==> config.mk <==
export PLATFORM = sky130hd
export DESIGN_NAME = multicycle_control_unit_flat
export DESIGN_NICKNAME = d
export VERILOG_FILES = /design/src/rtl/multicycle_control_unit_if.sv /design/src/rtl/multicycle_control_unit.sv /design/src/flat_wrapper.sv
export SDC_FILE = /design/constraint.sdc
export NUM_CORES = 1
export LEC_CHECK = 0
export BUFFER_PORTS_ARGS = -buffer_cell sky130_fd_sc_hd__clkbuf_2
export CAP_MARGIN = 30
export CORE_ASPECT_RATIO = 0.8
export CORE_MARGIN = 1.5
export CORE_UTILIZATION = 40
export DETAILED_ROUTE_END_ITERATION = 8
export PLACE_DENSITY = 0.72
export RECOVER_POWER = 100
export SETUP_SLACK_MARGIN = 0.5
export SLEW_MARGIN = 10
export SYNTH_ARGS = -nofsm -noshare
export SYNTH_HDL_FRONTEND = slang
export SYNTH_SLANG_ARGS = --single-unit
==> constraint.sdc <==
create_clock -name clk -period 1.9 [get_ports clk]
set_input_delay 0.19 -clock clk [delete_from_list [all_inputs] [get_ports clk]]
set_output_delay 0.19 -clock clk [all_outputs]
set_load 0.01 [all_outputs]
==> src/rtl/multicycle_control_unit_if.sv <==
// Unified memory port handshake between the control unit and memory.
// The controller raises mem_request; memory answers with mem_ready.
interface multicycle_control_unit_if;
  logic mem_request;
  logic mem_ready;
  logic memory_write;
  logic adr_source;

  modport master (
    output mem_request,
    output memory_write,
    output adr_source,
    input  mem_ready
  );

  modport slave (
    input  mem_request,
    input  memory_write,
    input  adr_source,
    output mem_ready
  );
endinterface

==> src/rtl/multicycle_control_unit.sv <==
// Moore FSM sequencing the multicycle RV32I datapath.
// Memory waits are bounded; illegal opcodes and timeouts park in TRAP.
module multicycle_control_unit #(
  parameter int RegBits = 32,
  parameter int MaxWait = 255
) (
  input  logic                  clk,
  input  logic                  rst,
  input  logic [RegBits-1:0]    instr,
  input  logic [3:0]            onzc,
  multicycle_control_unit_if.master mem,
  output logic                  ir_write,
  output logic                  pc_write,
  output logic                  reg_write,
  output logic [1:0]            alu_source_a,
  output logic [1:0]            alu_source_b,
  output logic [3:0]            alu_control,
  output logic [1:0]            result_source,
  output logic [2:0]            immediate_source,
  output logic                  illegal,
  output logic                  bus_error,
  output logic [3:0]            state
);

  typedef enum logic [3:0] {
    FETCH     = 4'd0,
    DECODE    = 4'd1,
    MEM_ADR   = 4'd2,
    MEM_READ  = 4'd3,
    MEM_WB    = 4'd4,
    MEM_WRITE = 4'd5,
    EXEC_R    = 4'd6,
    EXEC_I    = 4'd7,
    ALU_WB    = 4'd8,
    BRANCH    = 4'd9,
    JAL       = 4'd10,
    JALR      = 4'd11,
    JALR_LINK = 4'd12,
    LUI       = 4'd13,
    TRAP      = 4'd14
  } state_t;

  localparam logic [3:0] ADD  = 4'd0;
  localparam logic [3:0] SUB  = 4'd1;
  localparam logic [3:0] AND  = 4'd2;
  localparam logic [3:0] OR   = 4'd3;
  localparam logic [3:0] XOR  = 4'd4;
  localparam logic [3:0] SLL  = 4'd5;
  localparam logic [3:0] SRL  = 4'd6;
  localparam logic [3:0] SRA  = 4'd7;
  localparam logic [3:0] SLT  = 4'd8;
  localparam logic [3:0] SLTU = 4'd9;

  localparam logic [6:0] OP_LOAD  = 7'b0000011;
  localparam logic [6:0] OP_STORE = 7'b0100011;
  localparam logic [6:0] OP_R     = 7'b0110011;
  localparam logic [6:0] OP_I     = 7'b0010011;
  localparam logic [6:0] OP_BR    = 7'b1100011;
  localparam logic [6:0] OP_JAL   = 7'b1101111;
  localparam logic [6:0] OP_JALR  = 7'b1100111;
  localparam logic [6:0] OP_LUI   = 7'b0110111;

  localparam int CntW = $clog2(MaxWait + 1);

  state_t cur, nxt;
  logic [CntW-1:0] cnt;
  logic [6:0] op;
  logic [2:0] f3;
  logic f7;
  logic wait_st, timeout;
  logic set_ill, set_berr;
  logic req, adr, mwr;
  logic [3:0] alu_dec;
  logic unused_bits;

  assign op = instr[6:0];
  assign f3 = instr[14:12];
  assign f7 = instr[30];
  assign unused_bits = ^{instr[RegBits-1:31], instr[29:15], instr[11:7]};

  assign wait_st = (cur == FETCH) || (cur == MEM_READ) ||
                   (cur == MEM_WRITE);
  assign timeout = wait_st && !mem.mem_ready &&
                   (cnt == CntW'(MaxWait - 1));

  assign mem.mem_request  = req;
  assign mem.adr_source   = adr;
  assign mem.memory_write = mwr;
  assign state = cur;

  always_ff @(posedge clk) begin
    if (rst) begin
      cur       <= FETCH;
      cnt       <= '0;
      illegal   <= 1'b0;
      bus_error <= 1'b0;
    end else begin
      cur <= nxt;
      if (wait_st && !mem.mem_ready && nxt == cur)
        cnt <= cnt + CntW'(1);
      else
        cnt <= '0;
      if (set_ill)  illegal   <= 1'b1;
      if (set_berr) bus_error <= 1'b1;
    end
  end

  // funct7b5 only selects SUB for register-register ops
  always_comb begin
    alu_dec = ADD;
    unique case (f3)
      3'b000: alu_dec = (cur == EXEC_R && f7) ? SUB : ADD;
      3'b001: alu_dec = SLL;
      3'b010: alu_dec = SLT;
      3'b011: alu_dec = SLTU;
      3'b100: alu_dec = XOR;
      3'b101: alu_dec = f7 ? SRA : SRL;
      3'b110: alu_dec = OR;
      3'b111: alu_dec = AND;
    endcase
  end

  always_comb begin
    nxt              = cur;
    req              = 1'b0;
    adr              = 1'b0;
    mwr              = 1'b0;
    ir_write         = 1'b0;
    pc_write         = 1'b0;
    reg_write        = 1'b0;
    alu_source_a     = 2'b00;
    alu_source_b     = 2'b00;
    alu_control      = ADD;
    result_source    = 2'b00;
    immediate_source = 3'd0;
    set_ill          = 1'b0;
    set_berr         = 1'b0;
    unique case (cur)
      FETCH: begin
        req           = 1'b1;
        alu_source_b  = 2'b10;
        result_source = 2'b10;
        if (mem.mem_ready) begin
          ir_write = 1'b1;
          pc_write = 1'b1;
          nxt      = DECODE;
        end else if (timeout) begin
          nxt      = TRAP;
          set_berr = 1'b1;
        end
      end
      DECODE: begin
        alu_source_a     = 2'b01;
        alu_source_b     = 2'b01;
        immediate_source = 3'd2;
        unique case (op)
          OP_LOAD, OP_STORE: nxt = MEM_ADR;
          OP_R:    nxt = EXEC_R;
          OP_I:    nxt = EXEC_I;
          OP_BR:   nxt = BRANCH;
          OP_JAL:  nxt = JAL;
          OP_JALR: nxt = JALR;
          OP_LUI:  nxt = LUI;
          default: begin
            nxt     = TRAP;
            set_ill = 1'b1;
          end
        endcase
      end
      MEM_ADR: begin
        alu_source_a = 2'b10;
        alu_source_b = 2'b01;
        if (op == OP_STORE) begin
          immediate_source = 3'd1;
          nxt = MEM_WRITE;
        end else begin
          nxt = MEM_READ;
        end
      end
      MEM_READ: begin
        req = 1'b1;
        adr = 1'b1;
        if (mem.mem_ready) nxt = MEM_WB;
        else if (timeout) begin
          nxt      = TRAP;
          set_berr = 1'b1;
        end
      end
      MEM_WB: begin
        result_source = 2'b01;
        reg_write     = 1'b1;
        nxt           = FETCH;
      end
      MEM_WRITE: begin
        req = 1'b1;
        adr = 1'b1;
        mwr = 1'b1;
        if (mem.mem_ready) nxt = FETCH;
        else if (timeout) begin
          nxt      = TRAP;
          set_berr = 1'b1;
        end
      end
      EXEC_R: begin
        alu_source_a = 2'b10;
        alu_control  = alu_dec;
        nxt          = ALU_WB;
      end
      EXEC_I: begin
        alu_source_a = 2'b10;
        alu_source_b = 2'b01;
        alu_control  = alu_dec;
        nxt          = ALU_WB;
      end
      ALU_WB: begin
        reg_write = 1'b1;
        nxt       = FETCH;
      end
      BRANCH: begin
        alu_source_a = 2'b10;
        alu_control  = SUB;
        nxt          = FETCH;
        unique case (f3)
          3'b000: pc_write = onzc[1];
          3'b001: pc_write = !onzc[1];
          3'b100: pc_write = onzc[2] ^ onzc[3];
          3'b101: pc_write = !(onzc[2] ^ onzc[3]);
          3'b110: pc_write = !onzc[0];
          3'b111: pc_write = onzc[0];
          default: begin
            nxt     = TRAP;
            set_ill = 1'b1;
          end
        endcase
      end
      JAL: begin
        alu_source_a = 2'b01;
        alu_source_b = 2'b10;
        pc_write     = 1'b1;
        nxt          = ALU_WB;
      end
      JALR: begin
        alu_source_a = 2'b10;
        alu_source_b = 2'b01;
        nxt          = JALR_LINK;
      end
      JALR_LINK: begin
        alu_source_a = 2'b01;
        alu_source_b = 2'b10;
        pc_write     = 1'b1;
        nxt          = ALU_WB;
      end
      LUI: begin
        alu_source_a     = 2'b11;
        alu_source_b     = 2'b01;
        immediate_source = 3'd4;
        nxt              = ALU_WB;
      end
      TRAP: nxt = TRAP;
      default: nxt = TRAP;
    endcase
    // reset silences every strobe and select in its own cycle
    if (rst) begin
      req              = 1'b0;
      adr              = 1'b0;
      mwr              = 1'b0;
      ir_write         = 1'b0;
      pc_write         = 1'b0;
      reg_write        = 1'b0;
      alu_source_a     = 2'b00;
      alu_source_b     = 2'b00;
      alu_control      = ADD;
      result_source    = 2'b00;
      immediate_source = 3'd0;
    end
  end

endmodule

==> src/flat_wrapper.sv <==
// flat-port wrapper written by rule: the top's interface ports become plain ports
module multicycle_control_unit_flat 
#(
  parameter int RegBits = 32,
  parameter int MaxWait = 255
)
  (clk, rst, instr, onzc, ir_write, pc_write, reg_write, alu_source_a, alu_source_b, alu_control, result_source, immediate_source, illegal, bus_error, state, mem_mem_request, mem_memory_write, mem_adr_source, mem_mem_ready);
  multicycle_control_unit_if mem_i ();
  input  logic clk;
  input  logic rst;
  input  logic [RegBits-1:0] instr;
  input  logic [3:0] onzc;
  output logic ir_write;
  output logic pc_write;
  output logic reg_write;
  output logic [1:0] alu_source_a;
  output logic [1:0] alu_source_b;
  output logic [3:0] alu_control;
  output logic [1:0] result_source;
  output logic [2:0] immediate_source;
  output logic illegal;
  output logic bus_error;
  output logic [3:0] state;
  output wire logic [$bits(mem_i.mem_request)-1:0] mem_mem_request;
  output wire logic [$bits(mem_i.memory_write)-1:0] mem_memory_write;
  output wire logic [$bits(mem_i.adr_source)-1:0] mem_adr_source;
  input wire logic [$bits(mem_i.mem_ready)-1:0] mem_mem_ready;
  assign mem_mem_request = mem_i.mem_request;
  assign mem_memory_write = mem_i.memory_write;
  assign mem_adr_source = mem_i.adr_source;
  assign mem_i.mem_ready = mem_mem_ready;
  multicycle_control_unit #(.RegBits(RegBits), .MaxWait(MaxWait)) u_core (.clk(clk), .rst(rst), .instr(instr), .onzc(onzc), .mem(mem_i), .ir_write(ir_write), .pc_write(pc_write), .reg_write(reg_write), .alu_source_a(alu_source_a), .alu_source_b(alu_source_b), .alu_control(alu_control), .result_source(result_source), .immediate_source(immediate_source), .illegal(illegal), .bus_error(bus_error), .state(state));
endmodule
# Word-level counts from Yosys, hierarchy flattened
# Index checks and enable logic that the tools add are counted.
# W data, S select, Z words.
# totals
out_inout_bits	25
in_bits	39
elab_cells	105
register_bits	14
# classes
addsub	1
n_bitwise	2
muxes	42
n_eq_ne	30
reduce_logical	26
# ops
operator	n
$pmux W4 S9	1
$pmux W4 S8	1
$pmux W4 S7	1
$eq A4 B4 Y1 const B	6
$mux W4	6
$eq A7 B6 Y1 const B	3
$eq A7 B7 Y1 const B	3
$mux W1	20
$eq A4 B3 Y1 const B	4
$reduce_or A5 Y1	3
$eq A3 B3 Y1 const B	4
$reduce_or A2 Y1	6
$pmux W3 S3	1
$reduce_or A3 Y1	3
$add A8 B1 Y8 const B	1
$eq A4 B2 Y1 const B	2
$eq A8 B8 Y1 const B	1
$pmux W2 S2	2
$pmux W4 S2	1
$reduce_or A8 Y1	1
$eq A7 B2 Y1 const B	1
$eq A7 B5 Y1 const B	1
$eq A3 B2 Y1 const B	2
$mux W2	3
other kinds (16)	24

# Depth between registers and ports, before layout
# Gate-level depths: netlist of the first run.
# depth
ltp_word	12
depth_mapped	6
depth_no_buf	5

# Least setup slack after synthesis of the first run
# Ideal clock, no wire load.
# synth_path
path_type	reg-to-output
startpoint	reg u_core.cur[2], in the netlist u_core.state[2]
endpoint	out pc_write
arrival_ns	1.422
setup_slack_ns	0.288
t_required_ns	1.710
stages_incl_launch_ff	7
path_buffers	2
path_cell_list	dfxtp_1 > buf_2 > buf_2 > nand2b_1 > nor4_1 > a21oi_1 > a21oi_1
# synth_between
elab_chain_cells	4
word_cells_on_any_way	7
cone_classes	eq/ne (3); mux (2); reduce/logical (2)
# synth_lines
item	line	source
start: declaration	multicycle_control_unit.sv:65	state_t cur, nxt;
start signal: assignment	multicycle_control_unit.sv:98	cur <= nxt;
$eq A4 B4 Y1	multicycle_control_unit.sv:138	unique case (cur)
$reduce_or A2 Y1 (no source line)	n/a	
$pmux W1 S3 *	multicycle_control_unit.sv:138	
$mux W1 *	multicycle_control_unit.sv:263	if (rst) begin
end: declaration	flat_wrapper.sv:14	output logic pc_write;
# Mark *: on every way between the ends. The rest lies on a longest branch, timed or not.

# Worst setup path in the final report of the first run
# layout_path
startpoint	reg u_core.cur[2], in the netlist u_core.state[2]
endpoint	reg u_core.cur[2], in the netlist u_core.state[2]
# layout_between
elab_chain_cells	8
word_cells_on_any_way	25
cone_classes	eq/ne (13); mux (5); reduce/logical (7)
# layout_lines
item	line	source
$eq A4 B2 Y1 or $logic_not A4 Y1 (tied branches)	multicycle_control_unit.sv:81, multicycle_control_unit.sv:138	
$logic_or A1 B1 Y1 (2 in series)	multicycle_control_unit.sv:81	assign wait_st = (cur == FETCH) || (cur == MEM_READ) ||
$logic_and A1 B1 Y1 (2 in series)	multicycle_control_unit.sv:83	assign timeout = wait_st && !mem.mem_ready &&
$mux W4	multicycle_control_unit.sv:147, multicycle_control_unit.sv:184, multicycle_control_unit.sv:199	
$mux W4, on equally long branches	multicycle_control_unit.sv:198, multicycle_control_unit.sv:143, multicycle_control_unit.sv:183	
$pmux W4 S9 *	multicycle_control_unit.sv:138	
# Marks and branches as above.
# A chain may end at the register's enable or synchronous reset.

==> results of run 1 <==
## layout make-up
class	count	area, um^2	share of cell area
well taps	40	50.05	0.02341
inverters	9	33.78	0.01580
repair buffers	83	541.8	0.2534
flip-flops and latches	14	295.3	0.1381
multi-input cells	137	1162	0.5436
clock buffers	4	55.05	0.02575
## worst max path at each step
stage,from,to,slack (ns),cells after the start
floorplan,u_core.state[3]$_SDFF_PP0_,alu_source_a[0],0.42,6
global placement,u_core.state[0]$_SDFF_PP0_,u_core.cnt[7]$_SDFF_PP0_,0.22,5
detailed placement,u_core.state[0]$_SDFF_PP0_,u_core.cnt[7]$_SDFF_PP0_,0.21,5
CTS,u_core.state[3]$_SDFF_PP0_,alu_source_a[0],0.24,5
global route,u_core.state[2]$_SDFF_PP0_,u_core.state[2]$_SDFF_PP0_,0.09,5
finish,u_core.state[2]$_SDFF_PP0_,u_core.state[2]$_SDFF_PP0_,0.14,5
## flip-flops by register name, indices dropped and copies added (netlist names)
name              cells
u_core.illegal        1
u_core.cnt            8
u_core.state          4
u_core.bus_error      1
## cell usage after synthesis (2+ instances only)
| cell type | count |
|---|---|
| sky130_fd_sc_hd__nand4_1 | 2 |
| sky130_fd_sc_hd__a211oi_1 | 3 |
| sky130_fd_sc_hd__nand2_1 | 10 |
| sky130_fd_sc_hd__inv_1 | 9 |
| sky130_fd_sc_hd__o21ai_0 | 7 |
| sky130_fd_sc_hd__nand2b_1 | 7 |
| sky130_fd_sc_hd__a21oi_1 | 11 |
| sky130_fd_sc_hd__clkbuf_1 | 10 |
| sky130_fd_sc_hd__nand3_1 | 6 |
| sky130_fd_sc_hd__nor3b_1 | 2 |
| sky130_fd_sc_hd__ha_1 | 2 |
| sky130_fd_sc_hd__and3_1 | 2 |
| sky130_fd_sc_hd__nor2b_1 | 3 |
| sky130_fd_sc_hd__nor4_1 | 3 |
| sky130_fd_sc_hd__xor2_1 | 8 |
| sky130_fd_sc_hd__a31oi_1 | 2 |
| sky130_fd_sc_hd__a41oi_1 | 2 |
| sky130_fd_sc_hd__o31ai_1 | 2 |
| sky130_fd_sc_hd__nor3_1 | 11 |
| sky130_fd_sc_hd__a32o_1 | 2 |
| sky130_fd_sc_hd__dfxtp_1 | 14 |
| sky130_fd_sc_hd__nor2_1 | 20 |
| sky130_fd_sc_hd__and4b_1 | 2 |
| sky130_fd_sc_hd__buf_2 | 3 |
| sky130_fd_sc_hd__xnor2_1 | 4 |
| sky130_fd_sc_hd__o211ai_1 | 2 |
## critical path: stages (launching register included)
cell and delay [ns]:
sky130_fd_sc_hd__dfxtp_4 0.38, sky130_fd_sc_hd__buf_6 0.14, sky130_fd_sc_hd__or4b_1 0.59, sky130_fd_sc_hd__a31oi_1 0.17, sky130_fd_sc_hd__nand3_1 0.19, sky130_fd_sc_hd__a41oi_2 0.22
## logic make-up (layout without fill, tap and decap cells)
family          Yosys count  count (layout)  synth area share
simple gates             78              78            0.3403
compound gates           43              43            0.2401
buf+inv                  23              96           0.07738
flops                    14              14            0.2222
xor+xnor                 12              12           0.08333
fa+ha+maj                 2               2           0.01984
mux                       2               2           0.01686
## power by group through the flow
stage / Sequential [mW] / Combinational, mW / Clock (mW)
2_1_floorplan: 0.433 / 0.920 / 0
3_3_place_gp: 0.545 / 1.04 / 0
3_5_place_dp: 0.544 / 1.04 / 0
4_1_cts: 0.481 / 1.54 / 0.293
5_1_grt: 0.502 / 2.25 / 0.306
6_report: 0.494 / 2.13 / 0.280
## what timing repair did
item	4_1_cts	5_1_grt
pin swaps	15	26
buffers inserted	22	15
setup endpoints to repair	32	33
hold buffers	0	0
resized for setup	30	58
## metrics by stage
step                      power (mW)  area (um^2)    util
after floorplan                1.353         1346       -
after global placement         1.590         1543  0.5074
after detailed placement       1.581         1543  0.5074
after CTS                      2.314         1874  0.6165
after global routing           3.060         2138  0.7033
final                          2.907         2138  0.7033
## metal layers
metal	wire, um	share of wire	GRT usage
met1	2089	0.45	0.3015
met4	81	0.018	0.1076
met5	0	0	0
met3	248	0.054	0.02766
met2	2207	0.48	0.3603
==> impl_metrics.csv, run 1 <==
group,metric,value,unit
grt,global_route_wire_length_before_repair,5.961,mm
min_path,path_type_of_the_worst_min_delay_path,"in -> reg",
outcome,outcome,"complete, no violations",
final_layout,area_growth,69.54,%
detailed_routing,first_drt_pass_iteration_count,4,
grt,grt_antenna_before_repair,0,
clocking,clock_tree.buffer_depth,2,
place,port_buffers,42,
yosys,ys_seq_area_frac,0.2222,
critical_path,cp_max_fo,8,
power,combPwrFrac,0.734,
detailed_routing,drt_drc_violations_left,0,
yosys,synth_top_area_share,0.2222,
yosys,yosys_most_used_dff,"sky130_fd_sc_hd__dfxtp_1",
critical_path,cp.arrival,1.92,ns
power,seq_power_share,0.170,
power,p_int,1.637,mW
yosys,synth.cell_area,0.001261,mm^2
yosys,post_synth_num_cell_types,51,
final_layout,fin_cells,287,
run,cap_violations,0,
clocking,clkTransAtPathRegs,0.05,ns
critical_path,cp-end-kind,"flop",
critical_path,rr_endpoint,"u_core.state[2]$_SDFF_PP0_",
detailed_routing,drt-total-wl,4.627,mm
place,dp.cells,246,
final_layout,drive_gt1_frac,0.4858,
timing,report.final.setup_viol,0,
timing,rsz0062_at_grt,"true",
clocking,cts_num_sinks,14,
final_layout,fin_nets,289,
min_path,hp-start,"rst",
yosys,syn_nets,215,
critical_path,crit_path_start_kind,"flop",
timing,worst_slew_pin_slew,0.3465,ns
detailed_routing,antenna_violating_nets_post_route,0,
yosys,synth_top_cell_by_area,"sky130_fd_sc_hd__dfxtp_1",
detailed_routing,routed_via_density,5.756,
power,max-vdd-ir-drop,753.6,uV
timing,report.final.hold_viol_count,0,
timing,final_worst_hold_slack,0.3487,ns
min_path,hold_path_end,"u_core.state[2]$_SDFF_PP0_",
critical_path,worst_reg_to_reg_path_cell_count,5,
clocking,clk_lat_worst_skew,0.24,ns
yosys,synth-warning-count,0,
floorplanning,placeableCoreArea,0.003040,mm^2
floorplanning,die_x,65.78,um
grt,grt_max_degree,14,
yosys,syn_inst,174,
final_layout,layout.cells.most_common,"sky130_fd_sc_hd__buf_4",
place,routabilityCongestion,0.7858,
timing,worst_clock_skew_on_the_final_layout,0.002736,ns
critical_path,r2r_start,"u_core.state[2]$_SDFF_PP0_",
timing,clock.fmax,566.8,MHz
floorplanning,floorplan.initialDensity,0.4148,
critical_path,r2r_setup_slack,0.14,ns
timing,final.min_clock_period,1.764,ns
timing,fin_crit_sh,0.9285,
yosys,synth_top_cells_by_area,"sky130_fd_sc_hd__dfxtp_1, sky130_fd_sc_hd__nor2_1, sky130_fd_sc_hd__xor2_1, sky130_fd_sc_hd__a21oi_1, sky130_fd_sc_hd__nor3_1",
power,net-switching-power,1.270,mW
critical_path,path_class,"reg -> reg",
critical_path,crit_required,2.06,ns
final_layout,num-fill-cells,225,
detailed_routing,drt_iter0_markers,124,
final_layout,n_antenna_cell,0,
yosys,average_footprint_of_a_synthesized_cell,7.248,um^2
timing,total_count_of_max_transition_violations_in_the_final_report,0,
floorplanning,io-pin-count,64,
power,power.static_leakage,0.8543,nW
yosys,synth_enable_flop_cells,0,
clocking,tritoncts,"built",
min_path,worstHoldPathCells,2,
power,power.share.clock,0.096,
timing,worst_case_headroom_to_the_max_slew_limit,0.7653,
place,detailedPlace.worstSlack,0.2095,ns
yosys,synth_seq_cells,14,
clocking,clock_tree.htree_level_count,1,
grt,grt_util_overall,0.2253,
timing,totalNegativeSetupSlack,0,ns
floorplanning,floorplan.rows,18,
detailed_routing,routed_wire_per_std_cell,16.12,um
floorplanning,floorplan.die.height,53.23,um
final_layout,layout.cells.most_common_list,"sky130_fd_sc_hd__buf_4, sky130_fd_sc_hd__clkbuf_2, sky130_fd_sc_hd__clkbuf_1, sky130_fd_sc_hd__nor2_1, sky130_fd_sc_hd__buf_6",
power,power_switching_share,0.4369,
clocking,clock-root-buffer,"sky130_fd_sc_hd__clkbuf_8",
detailed_routing,dr_vias,1652,
grt,grt_pass1_vias,1310,
place,detailed_place_hpwl,2.380,mm
clocking,cts_inserted_buffers,3,
timing,final.setup.worst_slack,0.1358,ns
yosys,asyncSetResetFlopFracSynth,0,
grt,globalRouteOverflowTotal,0,
floorplanning,die_area,0.003501,mm^2
power,power.density,1359,mW/mm^2
Power figures use the tool's default switching activity.
==> inputs of run 2 (changes only) <==
Settings changed: CAP_MARGIN 30 to unset, RECOVER_POWER 100 to 25.
==> impl_metrics.csv, run 2 (same netlist as run 1, synthesis figures left out) <==
group,metric,value,unit
critical_path,crit_path_start_kind,"flop",
timing,clock.fmax,581.2,MHz
timing,final.min_clock_period,1.721,ns
clocking,holdBufCountCts,0,
critical_path,cp.arrival,1.88,ns
place,detailedPlace.worstSlack,0.2095,ns
outcome,outcome,"complete, no violations",
grt,globalRouteOverflowTotal,0,
power,power.density,1371,mW/mm^2
clocking,tritoncts,"built",
timing,report.final.setup_viol,0,
final_layout,fin_nets,289,
power,power.total,2.999,mW
detailed_routing,dr_vias,1642,
clocking,clock_tree.htree_level_count,1,
final_layout,final_util,0.7193,
clocking,clk_lat_worst_skew,0.24,ns
critical_path,cp_max_fo,8,
floorplanning,die_area,0.003501,mm^2
grt,grt_max_degree,14,
grt,grt_util_overall,0.2253,
grt,grt_antenna_before_repair,0,
floorplanning,floorplan.rows,18,
power,max-vdd-ir-drop,758.0,uV
place,detailed_place_hpwl,2.380,mm
timing,final.setup.worst_slack,0.1794,ns
final_layout,most_flop_heavy_register,"u_core.cnt",
final_layout,fin_cells,287,
clocking,cts_inserted_buffers,3,
detailed_routing,drt_drc_violations_left,0,
grt,grt_pass1_vias,1310,
timing,rsz0062_at_grt,"true",
timing,report.final.hold_viol_count,0,
critical_path,path_class,"reg -> reg",
floorplanning,placeableCoreArea,0.003040,mm^2
floorplanning,die_x,65.78,um
power,power.static_leakage,0.9087,nW
final_layout,largest_register_ff_count,8,
clocking,clock-root-buffer,"sky130_fd_sc_hd__clkbuf_8",
grt,global_route_wire_length_before_repair,5.961,mm
floorplanning,floorplan.die.height,53.23,um
place,port_buffers,42,
floorplanning,floorplan.initialDensity,0.4148,
detailed_routing,drt_iter0_markers,146,
final_layout,layout.cells.most_common_list,"sky130_fd_sc_hd__clkbuf_2, sky130_fd_sc_hd__buf_4, sky130_fd_sc_hd__buf_2, sky130_fd_sc_hd__buf_6, sky130_fd_sc_hd__nor2_1",
final_layout,drive_gt1_frac,0.5547,
timing,worst_clock_skew_on_the_final_layout,0.002363,ns
final_layout,n_antenna_cell,0,
detailed_routing,drt-total-wl,4.583,mm
final_layout,num-fill-cells,207,
detailed_routing,first_drt_pass_iteration_count,4,
place,dp.cells,246,
critical_path,crit_required,2.06,ns
clocking,cts_num_sinks,14,
detailed_routing,antenna_violating_nets_post_route,0,
clocking,clkTransAtPathRegs,0.05,ns
timing,fin_crit_sh,0.9056,
critical_path,cp-end-kind,"flop",
run,cap_violations,0,
timing,totalNegativeSetupSlack,0,ns
detailed_routing,routed_wire_per_std_cell,15.97,um
floorplanning,io-pin-count,64,
detailed_routing,routed_via_density,5.721,
min_path,path_type_of_the_worst_min_delay_path,"in -> reg",
place,routabilityCongestion,0.7858,
timing,total_count_of_max_transition_violations_in_the_final_report,0,
final_layout,area_growth,73.41,%
timing,worst_case_headroom_to_the_max_slew_limit,0.7626,
timing,worst_slew_pin_slew,0.3505,ns
clocking,clock_tree.buffer_depth,2,
[run 2: layer usage]
metal / global-route usage / share of wire
met1: 0.3015 / 0.44
met2: 0.3603 / 0.48
met3: 0.02766 / 0.063
met4: 0.1076 / 0.018
met5: 0 / 0
[run 2: worst paths after layout]
check / cells past startpoint / slack, ns / from / to
worst min-delay path: 2 / 0.35 / rst / u_core.state[2]$_SDFF_PP0_
worst max-delay path: 5 / 0.18 / u_core.state[2]$_SDFF_PP0_ / u_core.state[2]$_SDFF_PP0_
worst min register to register: 2 / 0.49 / u_core.bus_error$_SDFFE_PP0P_ / u_core.bus_error$_SDFFE_PP0P_
worst max register to register: 5 / 0.18 / u_core.state[2]$_SDFF_PP0_ / u_core.state[2]$_SDFF_PP0_
[run 2: power breakdown]
group	switching [mW]	internal [mW]
Combinational	1.06	1.17
Clock	0.0957	0.183
Sequential	0.123	0.370
[run 2: stage by stage]
stage | hold slack (ns) | area [um^2]
3_3_place_gp | 0.4629 | 1543
5_1_grt | 0.3824 | 2187
6_report | 0.3549 | 2187
4_1_cts | 0.3228 | 1874
2_1_floorplan | 0.4263 | 1346
3_5_place_dp | 0.4982 | 1543
[run 2: area by class of cell]
cell class,count,area [um^2],area share
clock buffer,4,55.05,0.02517
inverter,9,33.78,0.01545
multi-input combinational,137,1179,0.5389
sequential,14,295.3,0.1350
tap,40,50.05,0.02288
timing repair buffer,83,574.3,0.2626
[run 2: repair_timing]
action,in CTS,in global routing
gates resized for setup,30,58
pin swaps,15,26
setup buffers,22,15
endpoints found under the setup margin,32,33
[run 2: critical path, cell delays in order (launching register included)]
cell                      delay [ns]
sky130_fd_sc_hd__dfxtp_4        0.38
sky130_fd_sc_hd__buf_6          0.14
sky130_fd_sc_hd__or4b_4         0.56
sky130_fd_sc_hd__a31oi_1        0.16
sky130_fd_sc_hd__nand3_1        0.19
sky130_fd_sc_hd__a41oi_2        0.22
